<file path="src/rtl/interrupt_scheduler_if.sv">
// ---------------------------------------------------------------------------
// interrupt_scheduler_if
//  Bundles the request, handshake and status signals between the interrupt
//  scheduler and its surroundings (request sources plus processor).
//  master : the side that raises requests and models the processor
//  slave  : the scheduler itself
// Signals
//  src_req               per-source request, one request per high cycle
//  src_instr             per-source instruction, source i at [32i+31:32i]
//  proc_ready            processor can take an interrupt this cycle
//  isr_done              one-cycle pulse on ISR return
//  missed_clr            clears the sticky missed[] bits
//  interrupt_instruction injected instruction, zero when not issuing
//  issue_id              source index of the last grant
//  pending               latched, unserviced requests
//  missed                sticky coalesced-request flags
//  busy                  high while issuing or waiting for ISR completion
//  timeout_err           sticky ISR-completion timeout flag
// ---------------------------------------------------------------------------
interface interrupt_scheduler_if #(
    parameter int NUM_SRC = 4,
    parameter int ID_W    = 3
);
    logic [NUM_SRC-1:0]    src_req;
    logic [NUM_SRC*32-1:0] src_instr;
    logic                  proc_ready;
    logic                  isr_done;
    logic                  missed_clr;
    logic [31:0]           interrupt_instruction;
    logic [ID_W-1:0]       issue_id;
    logic [NUM_SRC-1:0]    pending;
    logic [NUM_SRC-1:0]    missed;
    logic                  busy;
    logic                  timeout_err;

    modport master (
        output src_req, src_instr, proc_ready, isr_done, missed_clr,
        input  interrupt_instruction, issue_id, pending, missed, busy, timeout_err
    );

    modport slave (
        input  src_req, src_instr, proc_ready, isr_done, missed_clr,
        output interrupt_instruction, issue_id, pending, missed, busy, timeout_err
    );
endinterface

</file>
<file path="src/rtl/interrupt_scheduler.sv">
// ---------------------------------------------------------------------------
// interrupt_scheduler
//  Latches interrupt requests from NUM_SRC sources, arbitrates them (fixed
//  priority or round-robin) and injects exactly one instruction per grant
//  into the processor, then waits for ISR completion (or a timeout) before
//  granting again.
// Ports
//  proc_clk  processor clock, all state changes on posedge
//  reset     asynchronous, active-high
//  bus       interrupt_scheduler_if.slave (requests, handshake, status)
// ---------------------------------------------------------------------------
module interrupt_scheduler #(
    parameter int NUM_SRC = 4,
    parameter int RR_EN   = 0,
    parameter int TIMEOUT = 4096,
    parameter int ID_W    = 3
) (
    input  logic                  proc_clk,
    input  logic                  reset,
    interrupt_scheduler_if.slave  bus
);
    localparam int CNT_W = (TIMEOUT > 1) ? $clog2(TIMEOUT) : 1;
    localparam logic [CNT_W-1:0] CNT_LAST = CNT_W'((TIMEOUT > 0) ? TIMEOUT - 1 : 0);

    typedef enum logic [1:0] {IDLE, ISSUE, WAIT_DONE} state_t;

    state_t             state_reg, state_next;
    logic [NUM_SRC-1:0] pending_reg, missed_reg;
    logic [ID_W-1:0]    issue_id_reg, rr_ptr_reg;
    logic [31:0]        instr_reg;
    logic [CNT_W-1:0]   wait_cnt_reg;
    logic               timeout_err_reg;

    logic [NUM_SRC-1:0]   grant_onehot, miss_hit;
    logic [2*NUM_SRC-1:0] pend_rot;
    logic [ID_W-1:0]      rr_start, grant_off, grant_idx;
    logic [ID_W:0]        grant_sum;
    logic                 grant_found, grant_valid, timeout_hit;
    logic [31:0]          sel_instr;
    logic [31:0]          src_word [NUM_SRC];

    // Arbitration: rotate the pending vector so the search start sits at
    // bit 0, take the lowest set bit, then add the start back with wrap.
    // Fixed priority is the same search with the start pinned to 0.
    assign rr_start = (RR_EN != 0) ? rr_ptr_reg : '0;

    always_comb begin
        pend_rot    = {pending_reg, pending_reg} >> rr_start;
        grant_found = 1'b0;
        grant_off   = '0;
        for (int i = 0; i < NUM_SRC; i++) begin
            if (!grant_found && pend_rot[i]) begin
                grant_found = 1'b1;
                grant_off   = ID_W'(i);
            end
        end
        grant_sum = {1'b0, rr_start} + {1'b0, grant_off};
        if (grant_sum >= (ID_W+1)'(NUM_SRC)) begin
            grant_sum = grant_sum - (ID_W+1)'(NUM_SRC);
        end
        grant_idx = grant_sum[ID_W-1:0];
    end

    assign grant_valid = (state_reg == IDLE) && bus.proc_ready && grant_found;

    // A miss is a request landing on an already-pending source that is not
    // being granted at the same edge.
    generate
        for (genvar gi = 0; gi < NUM_SRC; gi++) begin : g_src
            assign src_word[gi]     = bus.src_instr[32*gi +: 32];
            assign grant_onehot[gi] = grant_valid && (grant_idx == ID_W'(gi));
            assign miss_hit[gi]     = bus.src_req[gi] && pending_reg[gi] && !grant_onehot[gi];
        end
    endgenerate

    always_comb begin
        sel_instr = '0;
        for (int i = 0; i < NUM_SRC; i++) begin
            if (grant_onehot[i]) begin
                sel_instr = sel_instr | src_word[i];
            end
        end
    end

    // isr_done wins over the timeout in the same cycle.
    assign timeout_hit = (TIMEOUT != 0) && (state_reg == WAIT_DONE) &&
                         !bus.isr_done && (wait_cnt_reg == CNT_LAST);

    always_ff @(posedge proc_clk or posedge reset) begin
        if (reset) begin
            state_reg <= IDLE;
        end else begin
            state_reg <= state_next;
        end
    end

    always_comb begin
        state_next = state_reg;
        case (state_reg)
            IDLE:      if (grant_valid) state_next = ISSUE;
            ISSUE:     state_next = WAIT_DONE;
            WAIT_DONE: if (bus.isr_done || timeout_hit) state_next = IDLE;
            default:   state_next = IDLE;
        endcase
    end

    always_ff @(posedge proc_clk or posedge reset) begin
        if (reset) begin
            pending_reg     <= '0;
            missed_reg      <= '0;
            issue_id_reg    <= '0;
            rr_ptr_reg      <= '0;
            instr_reg       <= '0;
            wait_cnt_reg    <= '0;
            timeout_err_reg <= 1'b0;
        end else begin
            // A request and a grant of the same source leave it pending.
            pending_reg <= (pending_reg & ~grant_onehot) | bus.src_req;
            missed_reg  <= (bus.missed_clr ? '0 : missed_reg) | miss_hit;
            // Loaded only on the grant edge, so it is nonzero only in ISSUE.
            instr_reg   <= grant_valid ? sel_instr : 32'd0;
            if (grant_valid) begin
                issue_id_reg <= grant_idx;
                rr_ptr_reg   <= (grant_idx == ID_W'(NUM_SRC - 1)) ? '0 : grant_idx + 1'b1;
            end
            // Counter is held at zero outside WAIT_DONE, so it is clear on entry.
            wait_cnt_reg <= (state_reg == WAIT_DONE) ? wait_cnt_reg + 1'b1 : '0;
            if (timeout_hit) begin
                timeout_err_reg <= 1'b1;
            end
        end
    end

    assign bus.interrupt_instruction = instr_reg;
    assign bus.issue_id              = issue_id_reg;
    assign bus.pending               = pending_reg;
    assign bus.missed                = missed_reg;
    assign bus.busy                  = (state_reg != IDLE);
    assign bus.timeout_err           = timeout_err_reg;

endmodule

</file>
<file path="src/flat_wrapper.sv">
// flat-port wrapper written by rule: the top's interface ports become plain ports
module interrupt_scheduler_flat 
#(
    parameter int NUM_SRC = 4,
    parameter int RR_EN   = 0,
    parameter int TIMEOUT = 4096,
    parameter int ID_W    = 3
)
  (proc_clk, reset, bus_src_req, bus_src_instr, bus_proc_ready, bus_isr_done, bus_missed_clr, bus_interrupt_instruction, bus_issue_id, bus_pending, bus_missed, bus_busy, bus_timeout_err);
  interrupt_scheduler_if #(.NUM_SRC(NUM_SRC), .ID_W(ID_W)) bus_i ();
  input  logic proc_clk;
  input  logic reset;
  input wire logic [$bits(bus_i.src_req)-1:0] bus_src_req;
  input wire logic [$bits(bus_i.src_instr)-1:0] bus_src_instr;
  input wire logic [$bits(bus_i.proc_ready)-1:0] bus_proc_ready;
  input wire logic [$bits(bus_i.isr_done)-1:0] bus_isr_done;
  input wire logic [$bits(bus_i.missed_clr)-1:0] bus_missed_clr;
  output wire logic [$bits(bus_i.interrupt_instruction)-1:0] bus_interrupt_instruction;
  output wire logic [$bits(bus_i.issue_id)-1:0] bus_issue_id;
  output wire logic [$bits(bus_i.pending)-1:0] bus_pending;
  output wire logic [$bits(bus_i.missed)-1:0] bus_missed;
  output wire logic [$bits(bus_i.busy)-1:0] bus_busy;
  output wire logic [$bits(bus_i.timeout_err)-1:0] bus_timeout_err;
  assign bus_i.src_req = bus_src_req;
  assign bus_i.src_instr = bus_src_instr;
  assign bus_i.proc_ready = bus_proc_ready;
  assign bus_i.isr_done = bus_isr_done;
  assign bus_i.missed_clr = bus_missed_clr;
  assign bus_interrupt_instruction = bus_i.interrupt_instruction;
  assign bus_issue_id = bus_i.issue_id;
  assign bus_pending = bus_i.pending;
  assign bus_missed = bus_i.missed;
  assign bus_busy = bus_i.busy;
  assign bus_timeout_err = bus_i.timeout_err;
  interrupt_scheduler #(.NUM_SRC(NUM_SRC), .RR_EN(RR_EN), .TIMEOUT(TIMEOUT), .ID_W(ID_W)) u_core (.proc_clk(proc_clk), .reset(reset), .bus(bus_i));
endmodule
</file>
<file path="config.mk">
export PLATFORM = sky130hd
export DESIGN_NAME = interrupt_scheduler_flat
export DESIGN_NICKNAME = d
export VERILOG_FILES = /design/src/rtl/interrupt_scheduler_if.sv /design/src/rtl/interrupt_scheduler.sv /design/src/flat_wrapper.sv
export SDC_FILE = /design/constraint.sdc
export NUM_CORES = 1
export LEC_CHECK = 0
export BUFFER_PORTS_ARGS = -buffer_cell sky130_fd_sc_hd__buf_2
export CORE_ASPECT_RATIO = 0.8
export CORE_UTILIZATION = 40
export CTS_BUF_LIST = sky130_fd_sc_hd__clkbuf_4
export DETAILED_ROUTE_END_ITERATION = 12
export PLACE_DENSITY = 0.78
export SLEW_MARGIN = 20
export SYNTH_ARGS = -nofsm -noshare
export SYNTH_HDL_FRONTEND = slang
export SYNTH_SLANG_ARGS = --single-unit
</file>
<file path="constraint.sdc">
create_clock -name proc_clk -period 1.7 [get_ports proc_clk]
set_input_delay 0.085 -clock proc_clk [delete_from_list [all_inputs] [get_ports proc_clk]]
set_output_delay 0.085 -clock proc_clk [all_outputs]
set_load 0.02 [all_outputs]
</file>
==> reports/results.tsv <==
stage	metric	value	unit
clocking	TritonCTS clock tree	done	
synth	Synth Area per Inst	11.8	sq um
hold_path	worst hold path class	input port to flop	
cells_and_area	nets	619	
cells_and_area	share of layout cells above drive strength 1	44.2	%
sta	Final Max Slew Viols	0	
synth	area leader, netlist	dfrtp_1	
synth	post-synthesis sequential area ratio	53.5	%
place	dpl cell area	3690	sq um
place	dpl hpwl	6.34	mm
power_and_ir_drop	cell leakage power	2.20	nW
route	DRC Markers	0	
clocking	Worst-Skew Late Latency	0.38	ns
die	Row Count	26	
synth	Cell Area, Synth	2670	sq um
cells_and_area	area of the multi-input gates	1100	sq um
route	Avg WL per Cell	18.2	um
critical_path	critical path class	flop to flop	
clocking	CTS Sinks	57	
clocking	Clock Path Buffers	2	
job	max-cap viol count	0	
cells_and_area	Fill cells	493	
route	final wirelength	10.4	mm
critical_path	CP Max Fanout	19	
synth	EDFF count, synth	0	
synth	YS warnings	0	
clocking	Post-CTS Setup Bufs	0	
cells_and_area	area delta synth->final	70.0	%
global_route	GRT overflow	0	
synth	Synth top cells by count	dfrtp_1, a222oi_1, o2bb2ai_1, buf_2, a21oi_1	
critical_path	Worst setup EP type	flop	
route	1st-iter DRT viols	286	
sta	Worst Skew	0.0166	ns
sta	top achievable clock speed	0.606	GHz
synth	Top FF cell, synth	dfrtp_1	
synth	area share of the largest cell type after synthesis	53.5	%
power_and_ir_drop	maximum vdd drop	0.608	mV
die	core area	6410	sq um
clocking	clock buffer count from CTS	9	
route	Pre-antenna DRT Iters	7	
cells_and_area	final instance area	4530	sq um
critical_path	worst path required time	1.99	ns
cells_and_area	max FFs per register	32	
die	Die ar.	6990	sq um
global_route	vias in the first global route	3095	
global_route	largest net degree at the start of global routing	51	
die	boundary pin count	182	
place	gpl congestion	0.854	
clocking	Clk pin slew, worst setup/hold paths	0.10	ns
synth	Unique masters post-synth	37	
cells_and_area	FF+latch area	1430	sq um
critical_path	register-to-register setup slack	0.05	ns
route	Antenna Nets Post-Route	0	
synth	most frequent cell after synthesis	dfrtp_1	
die	die outline height	75.0	um
global_route	first-pass GRT wire length	15.4	mm
sta	Final min period	1.65	ns
sta	Final WS setup	0.0499	ns
synth	count of state elements after synthesis	57	
route	vias	3158	
cells_and_area	n_diodes	0	
synth	syn_nets	364	
global_route	Tot GR Track Use	30.0	%
sta	final setup fails	0	
route	via-per-instance ratio	5.54	
clocking	clock root buffer	clkbuf_4	
sta	RSZ-0062 raised after global routing	false	
place	dpl ws	0.171	ns
sta	Final period util	97.1	%
critical_path	Critical Path Source Type	flop	
synth	synthesized netlist cell count	226	
sta	setup_tns	0	ns
run_status	status	completed	
clocking	# H-tree levels	3	
global_route	initial antenna violation count	0	
synth	ys async rst share	100	%
critical_path	WP data arrival	1.94	ns
power_and_ir_drop	Tot Pwr	4.17	mW
die	die width	93.3	um
die	initial core utilization	41.6	%
sta	Final Hold Viols	0	
synth	Area contributors post-synth	dfrtp_1, a222oi_1, o2bb2ai_1	
power_and_ir_drop	PwrDens	920	nW/um^2
place	Port Buffer Count	180	
[stage by stage]
stage / instances / utilization [%] / hold slack [ns]
finish: 570 / 70.7 / 0.0280
global route: 570 / 70.7 / 0.00319
CTS: 570 / 70.7 / 0.0000580
detailed placement: 480 / 57.6 / -0.00477
global placement: 480 / 57.6 / -0.00166
floorplan: 226 / - / 0.177
[path summary, 6_finish.rpt]
check | start | to | cells after the start
max | u_core.bus.pending[1]$_DFF_PP0_ | u_core.bus.interrupt_instruction[18]$_DFF_PP0_ | 4
min | bus_src_instr[47] | u_core.bus.interrupt_instruction[15]$_DFF_PP0_ | 3
max reg2reg | u_core.bus.pending[1]$_DFF_PP0_ | u_core.bus.interrupt_instruction[18]$_DFF_PP0_ | 4
min reg2reg | u_core.bus.timeout_err$_DFFE_PP0P_ | u_core.bus.timeout_err$_DFFE_PP0P_ | 1
max in group asynchronous | reset | u_core.bus.interrupt_instruction[23]$_DFF_PP0_ | 4
min in group asynchronous | reset | u_core.wait_cnt_reg[5]$_DFF_PP0_ | 3
[power by group]
part | switching (mW) | internal (mW)
registers | 0.139 | 1.59
clock network | 0.461 | 0.293
logic | 0.962 | 0.716
total | 1.56 | 2.60
[worst max-delay path, cell delays in order, from the launching register on]
cell and delay (ns):
dfrtp_1 0.51, nor4b_4 0.36, buf_4 0.32, a222oi_1 0.13, o2bb2ai_1 0.23
[layer usage]
metal	vias to the layer above	GRT usage, %	wire (um)
li1	1443	-	-
met1	1477	34.0	3990
met2	198	51.5	5130
met3	40	8.18	797
met4	0	18.8	468
met5	-	0	0
[placed cells by master, fill, tap and decap left out, types with 6 or more instances in the layout]
| cell type | n |
|---|---|
| nor2_1 | 8 |
| a21oi_1 | 11 |
| a222oi_1 | 32 |
| dfrtp_1 | 57 |
| buf_4 | 10 |
| nand3_1 | 6 |
| dlygate4sd3_1 | 74 |
| clkbuf_4 | 10 |
| o2bb2ai_1 | 32 |
| buf_2 | 180 |
[logic make-up after synthesis]
group,share of synthesized area [%]
AOI/OAI and AO/OA,29.7
xor gates and xnor gates,0.986
adders and majority gates,0.469
buffers and inverters,5.35
DFF,53.5
other,0.141
and+or+nand+nor,9.81
[repair_timing]
action / CTS / global route
hold endpoints to repair: 98 / 0
resized for setup: 0 / 0
hold buffers: 74 / 0
[area by class of cell]
| type | instances | area share, % |
|---|---|---|
| multi-input combinational | 140 | 24.3 |
| tap | 84 | 2.32 |
| inverter | 6 | 0.497 |
| clock buffer | 10 | 1.66 |
| sequential | 57 | 31.5 |
| clock inverter | 6 | 0.552 |
| timing repair buffer | 267 | 39.2 |
No activity file was read; power rests on OpenSTA's default activity.
